<file path="config.mk">
export PLATFORM = sky130hd
export DESIGN_NAME = icache_sa
export DESIGN_NICKNAME = d
export VERILOG_FILES = /design/src/rtl/icache_sa.sv
export SDC_FILE = /design/constraint.sdc
export NUM_CORES = 1
export LEC_CHECK = 0
export ABC_AREA = 1
export ABC_CLOCK_PERIOD_IN_PS = 2950
export CAP_MARGIN = 15
export CORE_MARGIN = 2
export CORE_UTILIZATION = 55
export DETAILED_ROUTE_END_ITERATION = 12
export HOLD_SLACK_MARGIN = 0.12
export PLACE_DENSITY = 0.73
export SYNTH_ARGS = -nofsm -noshare
export SYNTH_HDL_FRONTEND = slang
export SYNTH_SLANG_ARGS = --single-unit
</file>
<file path="constraint.sdc">
create_clock -name clk -period 2.95 [get_ports clk]
set_input_delay 0.59 -clock clk [delete_from_list [all_inputs] [get_ports clk]]
set_output_delay 0.59 -clock clk [all_outputs]
set_load 0.01 [all_outputs]
</file>
<file path="src/rtl/icache_sa.sv">
// Set-associative instruction fetch cache (1 or 2 ways) with a nibble-serial line fill.
// Lookup is combinational; a single FSM sequences fills, with abort and per-line invalidate.
module icache_sa #(
    parameter int LINE_LENGTH = 4,
    parameter int NSETS       = 4,
    parameter int NWAYS       = 2,
    parameter int RV          = 16,
    parameter int PA          = 22
) (
    input  logic                             clk,
    input  logic                             reset_n,
    input  logic [PA-1:1]                    paddr,
    input  logic [3:0]                       dread,
    input  logic                             wstrobe_d,
    input  logic                             flush_all,
    input  logic                             inv_line,
    output logic                             hit,
    output logic                             pull,
    output logic [PA-1:$clog2(LINE_LENGTH)]  tag,
    output logic [RV-1:0]                    rdata
);

    localparam int OFFW   = $clog2(LINE_LENGTH);
    localparam int SETW   = $clog2(NSETS);
    localparam int SETI   = (SETW > 0) ? SETW : 1;
    localparam int TAGW   = PA - OFFW - SETW;
    localparam int LBITS  = LINE_LENGTH * 8;
    localparam int NNIB   = 2 * LINE_LENGTH;
    localparam int CNTW   = $clog2(NNIB);
    localparam int RSH    = $clog2(RV / 8);
    localparam int NWORDS = LBITS / RV;
    localparam int WSW    = (NWORDS > 1) ? $clog2(NWORDS) : 1;

    typedef enum logic {IDLE, FILL} state_t;

    state_t            state;
    logic [CNTW-1:0]   cnt;
    logic              vway;
    logic [SETI-1:0]   vset;

    logic              valid [NWAYS][NSETS];
    logic [TAGW-1:0]   tags  [NWAYS][NSETS];
    logic [LBITS-1:0]  data  [NWAYS][NSETS];
    logic              lru   [NSETS];

    logic [PA-1:0]     addr;
    logic [SETI-1:0]   set_idx;
    logic [TAGW-1:0]   addr_tag;
    logic [WSW-1:0]    word_sel;
    logic [NWAYS-1:0]  way_hit;
    logic              hit_way;
    logic              victim;
    logic              start;
    logic              fstep;
    logic              wr_way;
    logic [SETI-1:0]   wr_set;
    logic [CNTW-1:0]   wr_pos;

    assign addr     = {paddr, 1'b0};
    assign addr_tag = addr[PA-1:OFFW+SETW];
    assign tag      = paddr[PA-1:OFFW];

    generate
        if (SETW > 0) begin : g_set
            assign set_idx = addr[OFFW+SETW-1:OFFW];
        end else begin : g_noset
            assign set_idx = '0;
        end
        if (NWORDS > 1) begin : g_word
            assign word_sel = addr[OFFW-1:RSH];
        end else begin : g_noword
            assign word_sel = '0;
        end
    endgenerate

    always_comb begin
        way_hit = '0;
        for (int unsigned w = 0; w < NWAYS; w++)
            way_hit[w] = valid[w][set_idx] && (tags[w][set_idx] == addr_tag);
        hit_way = (NWAYS == 2) && way_hit[NWAYS-1];
        hit     = (state == IDLE) && (|way_hit);
        pull    = !hit && reset_n;
        rdata   = hit ? data[hit_way][set_idx][word_sel*RV +: RV] : '0;
    end

    // Lowest invalid way first; with both ways valid fall back to the LRU way.
    always_comb begin
        victim = 1'b0;
        if (valid[0][set_idx])
            victim = ((NWAYS == 2) && !valid[NWAYS-1][set_idx]) ? 1'b1
                   : ((NWAYS == 2) ? lru[set_idx] : 1'b0);
    end

    always_comb begin
        start  = (state == IDLE) && wstrobe_d && !hit && !flush_all;
        fstep  = (state == FILL) && wstrobe_d && !flush_all;
        wr_way = start ? victim : vway;
        wr_set = start ? set_idx : vset;
        wr_pos = start ? CNTW'(1) : (cnt ^ CNTW'(1));
    end

    // Data and tag storage carry no reset.
    always_ff @(posedge clk) begin
        if (start || fstep)
            data[wr_way][wr_set][wr_pos*4 +: 4] <= dread;
        if (fstep && (cnt == CNTW'(NNIB-1)))
            tags[vway][vset] <= addr_tag;
    end

    always_ff @(posedge clk or negedge reset_n) begin
        if (!reset_n) begin
            for (int unsigned w = 0; w < NWAYS; w++)
                for (int unsigned s = 0; s < NSETS; s++)
                    valid[w][s] <= 1'b0;
            for (int unsigned s = 0; s < NSETS; s++)
                lru[s] <= 1'b0;
            state <= IDLE;
            cnt   <= '0;
            vway  <= 1'b0;
            vset  <= '0;
        end else if (flush_all) begin
            for (int unsigned w = 0; w < NWAYS; w++)
                for (int unsigned s = 0; s < NSETS; s++)
                    valid[w][s] <= 1'b0;
            state <= IDLE;
            cnt   <= '0;
        end else begin
            case (state)
                IDLE: begin
                    if (hit) begin
                        lru[set_idx] <= ~hit_way;
                        if (inv_line)
                            valid[hit_way][set_idx] <= 1'b0;
                    end else if (wstrobe_d) begin
                        vway  <= victim;
                        vset  <= set_idx;
                        cnt   <= CNTW'(1);
                        state <= FILL;
                    end
                end
                FILL: begin
                    if (wstrobe_d) begin
                        if (cnt == CNTW'(NNIB-1)) begin
                            valid[vway][vset] <= 1'b1;
                            lru[vset]         <= ~vway;
                            cnt               <= '0;
                            state             <= IDLE;
                        end else begin
                            cnt <= cnt + CNTW'(1);
                        end
                    end
                end
                default: state <= IDLE;
            endcase
        end
    end

endmodule
</file>
==> results of run 1 <==
## layout make-up
| cell class | count | area [µm²] | share of cell area [%] |
|---|---|---|---|
| clock buffers | 53 | 1140 | 4.47 |
| clock inverters | 23 | 206 | 0.807 |
| inverters | 67 | 303 | 1.18 |
| multi-input cells | 1260 | 7080 | 27.7 |
| flip-flops and latches | 419 | 12500 | 48.8 |
| well taps | 448 | 561 | 2.19 |
| repair buffers | 355 | 3810 | 14.9 |
## registers in the layout, summed over array words and instances (netlist names)
name / cells
vset: 2
data: 256
lru: 4
state: 1
tags: 144
cnt: 3
vway: 1
valid: 8
## per-layer routing
layer / global-route usage (%) / part of all wire [%]
met5: 0 / 0
met2: 49.8 / 48
met4: 11.8 / 4.8
met3: 5.62 / 9.3
met1: 40.3 / 38
## Yosys cell counts, types with 4 or more instances
cell      instances
buf_1             6
inv_1            61
nor2_1          159
edfxtp_1        400
nand2_2           7
nand2_1         762
buf_2            33
dfrtp_1          19
o21ai_0          13
buf_4            25
nand3_1         194
nand4_1          43
nor3_1           30
buf_6             8
a21oi_1          15
nor2_2            4
nor2_4            7
clkbuf_1         29
ha_1              4
inv_2             5
## worst min-delay path by stage
stage | startpoint | to | slack (ns) | cells past startpoint
final | paddr[12] | tags[1][26] | 0.44 | 1
after global routing | paddr[12] | tags[1][62] | 0.46 | 1
after CTS | reset_n | state | 0.45 | 2
after detailed placement | lru[3] | lru[3] | 0.49 | 2
after global placement | lru[0] | lru[0] | 0.48 | 1
after floorplan | reset_n | cnt[0] | 0.29 | 0
## metrics by stage
stage | setup WS, ns | hold WS (ns) | std cells
5_1_grt | -0.872 | 0.459 | 2625
2_1_floorplan | -0.418 | 0.294 | 1847
6_report | -0.747 | 0.435 | 2625
3_5_place_dp | -1.31 | 0.488 | 2465
4_1_cts | -0.648 | 0.451 | 2579
3_3_place_gp | -1.28 | 0.478 | 2465
## power by group
part           internal (W)  total (W)  switching (W)
sequential          0.00654    0.00658      0.0000326
clock               0.00302    0.00531        0.00228
combinational      0.000644    0.00171        0.00106
## kinds of logic after synthesis
family,synth area share [%]
flip-flops,66.8
AO/OA/AOI/OAI,1.26
buffers and inverters,4.42
AND/OR/NAND/NOR,27.2
adder cells (fa/ha/maj),0.268
## timing repair
action                     4_1_cts  5_1_grt
hold endpoints to repair         0        0
cloned                          12        7
setup endpoints to repair      530      535
hold buffers                     0        0
setup buffers                   27       41
pin swaps                       33      134
resized for setup              185      226
==> reports/results.tsv, run 1 <==
metric	value	unit
status	finished with violations	
violations	negative setup slack	
cts_num_sinks	419	
portBuffers	67	
crit_end	rdata[15]	
grt_max_degree	34	
final_area	25600	µm²
hpwl	33900	µm
final_nets	2180	
cpPeakStageDelay	0.60	ns
ys_warn_count	0	
yosys_register_bits	419	
syn-num-nets	1881	
fin_crit	3.70	ns
wire_per_inst	22.0	µm
maxSlewViolCount	0	
numCtsBuffers	43	
clkTransAtPathRegs	0.06	ns
antenna_found_initial	0	
rsz0062_at_grt	true	
area_growth	37.0	%
avgSynthCellArea	10.1	µm²
fin_ws	-0.747	ns
rr_endpoint	data[1][30]	
path_cells	clkdlybuf4s50_1 -> inv_1 -> nand2_2 -> nand2_2 -> nor2_2 -> nand2_2 -> nor2_4 -> nand2_4 -> clkinv_8 -> buf_12 -> buf_12 -> nand2_4 -> nand3_2 -> nand4_1 -> nand2_1 -> nand2_2 -> nor2_4 -> buf_6	
arrival	3.11	ns
regToRegStartpoint	tags[1][13]	
die_area	35500	µm²
cts_max_path_buffers	3	
final.period_utilization	125	%
drt_iter0_drc	1895	
regToRegSetupSlack	-0.49	ns
path_buf_inv	6	
slowest_stage	clkdlybuf4s50_1	
cts_max_level	2	
ant_nets	0	
grt_use_total	30.2	%
path_common_cell	nand2_2	
worstSetupStartpoint	paddr[4]	
power.total	0.0136	W
ys_top_cells_by_area	edfxtp_1, nand2_1, nand3_1	
vdd_drop_max	0.491	mV
insertion_delay	0.55	ns
n_antenna_cell	0	
final_common_cell	nand2_1	
slew_headroom	63.5	%
tns	-171.52	ns
vias	15300	
grt_pass1_vias	14800	
worstMarginPinSlew	0.547	ns
place.gp.congestion	0.946	
grt_overflow	0	
place_area	22000	µm²
drive_gt1_share	31.1	%
synth_edf_count	400	
async_flop_share	4.53	%
synth_top_area_share	64.3	%
ys.flop_type	edfxtp_1	
critical_path.top_delay_family	simple AND/OR/NAND/NOR gates	
synth_cell_type_count	35	
ys_seq_area_share	66.8	%
postSynthCellCount	1847	
synth_area	18700	µm²
reg2reg_depth	23	
max_cap_viol_count	0	
cts_root_buf	clkbuf_16	
fmax	271	MHz
die_x	188	µm
final_core_util	76.5	%
criticalPathCategory	in -> out	
path_max_fanout	6	
io_pins	68	
crit_path_start_kind	primary input	
mostFrequentLayoutCells	nand2_1, edfxtp_1, buf_4	
required	2.36	ns
core-area	33400	µm²
leakage	10.3	nW
grt_pass1_wl	81600	µm
cp.depth	18	
synth.largest_area_cell	edfxtp_1	
setup_violations	514	
worstHoldPathType	in -> reg	
rows	67	
power.density	531	nW/µm²
final.setup_skew	0.0268	ns
drc_errors	0	
dr.pass1.iters	5	
start_util	55.8	%
endpoint_kind	output port	
vias_per_cell	5.81	
hold_viol	0	
chipHeight	188	µm
tritoncts	built	
finalWirelength	57800	µm
fillers	1997	
Note: power is estimated with default switching activity, not from simulation.
==> inputs of run 2 (changes only) <==
--- a/config.mk
+++ b/config.mk
@@ -6,13 +6,13 @@
 export NUM_CORES = 1
 export LEC_CHECK = 0
 export ABC_AREA = 1
-export ABC_CLOCK_PERIOD_IN_PS = 2950
+export ABC_CLOCK_PERIOD_IN_PS = 4500
 export CAP_MARGIN = 15
 export CORE_MARGIN = 2
-export CORE_UTILIZATION = 55
+export CORE_UTILIZATION = 60
 export DETAILED_ROUTE_END_ITERATION = 12
 export HOLD_SLACK_MARGIN = 0.12
-export PLACE_DENSITY = 0.73
+export PLACE_DENSITY = 0.76
 export SYNTH_ARGS = -nofsm -noshare
 export SYNTH_HDL_FRONTEND = slang
 export SYNTH_SLANG_ARGS = --single-unit
==> constraint.sdc (replaced) <==
create_clock -name clk -period 4.5 [get_ports clk]
set_input_delay 0.9 -clock clk [delete_from_list [all_inputs] [get_ports clk]]
set_output_delay 0.9 -clock clk [all_outputs]
set_load 0.01 [all_outputs]
==> run 2 against run 1 <==
Effect of this change: the flow now finishes without violations; setup slack improved by 0.88 ns; cell area down 11%; power down 39%; clock power fell by 38%; sequential share of layout area grew 6.3 points; sequential power down 34%; final cell count fell by 4.9%; die area down 8.2%; critical path depth rose by 4; sequential cell count unchanged; clock skew rose by 0.0043 ns; highest routed layer unchanged.
==> reports/results.tsv, run 2 (synthesis gave the netlist of run 1 again) <==
metric	value	unit	change
cts_num_sinks	419		unchanged
holdCritStartpoint	lru[3]		
tritoncts	built		
reg_top3	data x256, tags x144, valid x8		
final.setup_skew	0.0311	ns	+0.00434 ns
endpoint_kind	output port		
final_core_util	74.1	%	-2.4 points
n_antenna_cell	0		unchanged
portBuffers	67		unchanged
vias	14600		-4.5%
grt_overflow	0		unchanged
slew_headroom	37.6	%	-26 points
grt_max_degree	47		+38%
chipHeight	180	µm	-4.2%
drt_iter0_drc	1998		+5.4%
max_cap_viol_count	0		unchanged
path_max_fanout	23		+17
insertion_delay	0.55	ns	about the same
final.period_utilization	97.1	%	
wirelength_met1	19900	µm	-8.7%
highest_layer	met4		
setup_violations	0		-100%
dr.pass1.iters	8		+3
final_area	22700	µm²	-11%
route.met2.wl	23700	µm	-15%
final_common_cell	nand2_1		
cts_max_path_buffers	3		unchanged
regToRegStartpoint	tags[1][33]		
largest_reg_flops	256		unchanged
rows	64		-4.5%
worstMarginPinSlew	0.929	ns	+0.382 ns
drc_errors	0		unchanged
grt_pass1_vias	14100		-4.5%
worstHoldPathType	reg -> reg		
clkTransAtPathRegs	0.06	ns	about the same
area_growth	21.3	%	
antenna_found_initial	0		unchanged
grt_pass1_wl	76400	µm	-6.3%
wire_per_inst	20.3	µm	-8.0%
regToRegSetupSlack	0.76	ns	+1.25 ns
hold_buffers	0		unchanged
vdd_drop_max	0.339	mV	-31%
dp_worst_setup_slack	-0.286	ns	+1.02 ns
final_nets	2104		-3.5%
core-area	30600	µm²	-8.5%
cts_root_buf	clkbuf_16		
wl_met3	5490	µm	+1.9%
reg2reg_depth	18		-22%
fin_ws	0.131	ns	+0.877 ns
maxSlewViolCount	0		unchanged
mostFrequentLayoutCells	nand2_1, edfxtp_1, nand3_1		
die_x	180	µm	-4.2%
vias_per_cell	5.84		+0.48%
hold_ws	0.494	ns	+0.0586 ns
ant_nets	0		unchanged
whs_endpoint	lru[3]		
drive_gt1_share	16.6	%	-15 points
fmax	229	MHz	
finalWirelength	50600	µm	-12%
fin_crit	4.37	ns	
rr_endpoint	data[0][16]		
leakage	9.28	nW	-9.8%
criticalPathCategory	in -> out		
grt_use_total	30.1	%	-0.096 points
place_area	20900	µm²	-4.9%
place.gp.congestion	0.966		+2.0%
required	3.60	ns	+1.24 ns
die_area	32600	µm²	-8.2%
largest-register	data		
hold_path_depth	2		+1
arrival	3.47	ns	+0.36 ns
crit_path_start_kind	primary input		
hold_viol	0		unchanged
start_util	61.1	%	+5.2 points
hpwl	32400	µm	-4.4%
io_pins	68		unchanged
cts_max_level	2		unchanged
status	finished clean		
numCtsBuffers	42		-2.3%
power.density	369	nW/µm²	-31%
[run 2: cell types whose count changed in the layout (fill, tap and decap cells not counted), sizes merged]
cell / change
buf: -90
dlygate4sd2: -2
clkbuf: +2
clkinvlp: -3
clkinv: +3
bufinv: -1
clkdlybuf4s15: +1
dlymetal6s2s: +5
clkdlybuf4s50: +8
[run 2: per-stage QoR]
step	std cells	total power, W	TNS, ns
after floorplan	1847	0.00478	0
after global placement	2403	0.00509	-19.92
after detailed placement	2403	0.00510	-40.00
after CTS	2479	0.00832	-1.30
after global routing	2496	0.00857	-0.0259
final	2496	0.00835	0
[run 2: repair_timing]
action,4_1_cts,5_1_grt
pin swaps,1,18
gates resized for setup,14,75
buffers inserted,0,12
endpoints found under the setup margin,17,22
gates cloned,2,5
[run 2: worst max-delay path by stage]
stage,startpoint,end,slack [ns],cells after the start
2_1_floorplan,paddr[2],data[0][108],0.55,25
3_3_place_gp,paddr[2],rdata[1],-0.28,20
3_5_place_dp,paddr[2],rdata[0],-0.29,20
4_1_cts,paddr[3],rdata[3],-0.20,20
5_1_grt,paddr[3],rdata[8],-0.02,21
6_report,paddr[2],rdata[8],0.13,22
[run 2: where the power goes]
part | switching [W] | leakage (nW) | internal (W)
logic | 0.000504 | 4.70 | 0.000253
registers | 0.0000228 | 3.96 | 0.00429
clock network | 0.00142 | 0.627 | 0.00186
total | 0.00195 | 9.28 | 0.00641
[run 2: layout make-up]
class	count	area (µm²)
fill	2054	7930
inverter	67	269
timing repair buffer	280	2610
clock inverter	22	170
tap	396	495
clock buffer	52	1110
multi-input combinational	1260	5510
sequential	419	12500
[run 2: per-layer routing]
layer / GRT usage (%) / vias to the layer above
met5: 0 / -
met4: 10.2 / 0
met3: 5.30 / 128
met2: 47.5 / 908
met1: 43.0 / 6878
li1: - / 6669
[run 2: worst max-delay path: stages]
cell and delay (ns):
buf_6 0.11, buf_6 0.13, buf_12 0.15, nand2_1 0.07, nand2_1 0.05, nand2_1 0.08
nand2_1 0.06, nand2_1 0.10, nand2_1 0.07, nor2_2 0.13, nand3_1 0.11, nor2_2 0.16
nand2_4 0.10, buf_8 0.17, clkbuf_16 0.20, nand2_1 0.07, nand3_1 0.10, nand4_1 0.14
nand2_1 0.09, nand2_2 0.12, nor2_1 0.05, dlygate4sd2_1 0.28
==> RTL change, RTL diff (flow settings as in run 2) <==
The parameter `NWAYS` goes from 2 to 4.
--- a/src/rtl/icache_sa.sv
+++ b/src/rtl/icache_sa.sv
@@ -3,7 +3,7 @@
 module icache_sa #(
     parameter int LINE_LENGTH = 4,
     parameter int NSETS       = 4,
-    parameter int NWAYS       = 2,
+    parameter int NWAYS       = 4,
     parameter int RV          = 16,
     parameter int PA          = 22
 ) (
Function: no difference found for any inputs over 4 cycles, from zero or initial values and one cycle with reset_n low; that may be too few to reach the edited logic, so the function may still have changed.
==> RTL change against run 2 <==
- setup slack better by 190 ps
- synthesized area fell by 50%
- power is 48% lower
- count of clock-buffer cells in the layout is 18 lower
- die area fell by 49%
- design area fell by 51%
- sequential cell count down 209
- wire length down 56%
- global-route usage down 3.0 points
==> RTL change: results (changes against run 2) <==
hold_sp valid[13]$_DFFE_PN0P_; compound-gate portion of the synthesized area 6.921% (+5.7 points); met2 usage in global routing 42.99% (-4.5 points); worst-margin pin slew 536.1 ps (-393.2 ps); GRT met3 Usage 4.883% (-0.41 points); drt pass-1 iters 5 (-3); Net Count, Synth 914 (-51%); Pint 3341 uW (-48%); drt first-iter violations 772 (-61%); Seq/Total Area, Yosys 67.46% (+0.61 points); outcome complete, no violations; reg2reg end data[0][19]$_DFFE_PP_; fin crit period 4177 ps (-192.6 ps); Layout fillers 1,017 (-50%); biggest regs data x128, tags x72, valid x4; Hold Path End valid[13]$_DFFE_PN0P_; Worst Path Max Fanout 31 (+35%); nets@finish 1,006 (-52%); worst skew pair latency 500 ps (-50 ps); # H-tree levels 1 (-1); number of global-route vias before repair 6,746 (-52%); layout cells sized above 1 10.23% (-6.4 points); Yosys cell types 30 (-14%); Routed WL per cell 19.00 um (-6.3%); Vias 7,008 (-52%); worst flop-to-flop path startpoint valid[15]$_DFFE_PN0P_; Post-synth top cells nand2_1 (280), edfxtp_1 (200), nor2_1 (115); first-pass GRT wire length 34.51 mm (-55%); dpl ws -12.03 ps (+273.7 ps); detailed placement HPWL 14.37 mm (-56%); Reg2Reg Setup Slack 1210 ps (+450 ps); CTS buffer count 22 (-48%); EDFF count, synth 200 (-50%); peak supply drop 0.0003640 V (+7.4%); R2R cell count 17 (-1); synth top area cells edfxtp_1 (65%), nand2_1 (11%), nor2_1 (4.7%); crit path DAT 3280 ps (-190 ps); met1 GRT Util 39.29% (-3.7 points); largest net degree at the start of global routing 41 (-13%); clock skew 17.41 ps (-13.70 ps); xor/xnor cell area share of the yosys netlist 0% (unchanged); total track usage 27.19% (-3.0 points); RePlAce Congestion 0.8763 (-9.2%); Post-synth ARST share 4.762% (+0.23 points)
RTL change: worst max-delay path, stage by stage:
cell,delay [ps]
dlymetal6s2s_1,220
inv_2,120
buf_12,180
nand2_1,120
nor2_1,110
nor2_1,60
nand2_1,120
nand2_1,80
nor2_1,120
nand2_1,70
nor2_2,130
nand4_1,90
buf_4,220
nor2_1,140
clkdlybuf4s50_1,580
RTL change: final cells by class:
| class | count | share of cell area, % |
|---|---|---|
| clock buffers | 34 | 5.850 |
| clock inverters | 6 | 0.5544 |
| inverters | 42 | 1.426 |
| multi-input cells | 573 | 23.08 |
| flip-flops and latches | 210 | 56.57 |
| well taps | 188 | 2.127 |
| repair buffers | 122 | 10.39 |
RTL change: layer usage:
layer	routed length [um]	vias to the layer above
met4	453	0
li1	-	3219
met1	9041	3346
met3	2229	50
met5	0	-
met2	10600	393
RTL change: metrics by stage:
step	setup TNS (ps)	std cells	area (um2)	util, %	hold WS [ps]
2_1_floorplan	0	879	9274	-	515.8
3_3_place_gp	0	1134	10310	68.07	546.4
3_5_place_dp	-48.04	1134	10310	68.07	558.4
4_1_cts	0	1174	11020	72.76	566.2
5_1_grt	0	1175	11060	73.01	592.9
6_report	0	1175	11060	73.01	567.0
RTL change: power by group through the flow:
stage	sequential, uW	clock, uW	combinational, uW
after floorplan	2200	0	245
after global placement	2200	0	377
after detailed placement	2200	0	390
after CTS	2160	1770	395
after global routing	2160	1850	444
final	2160	1760	407
RTL change: repair_timing:
| item | 4_1_cts | 5_1_grt |
|---|---|---|
| gates cloned | 0 | 1 |
| endpoints found under the setup margin | 2 | 15 |
| hold buffers | 0 | 0 |
| gates resized for setup | 2 | 6 |
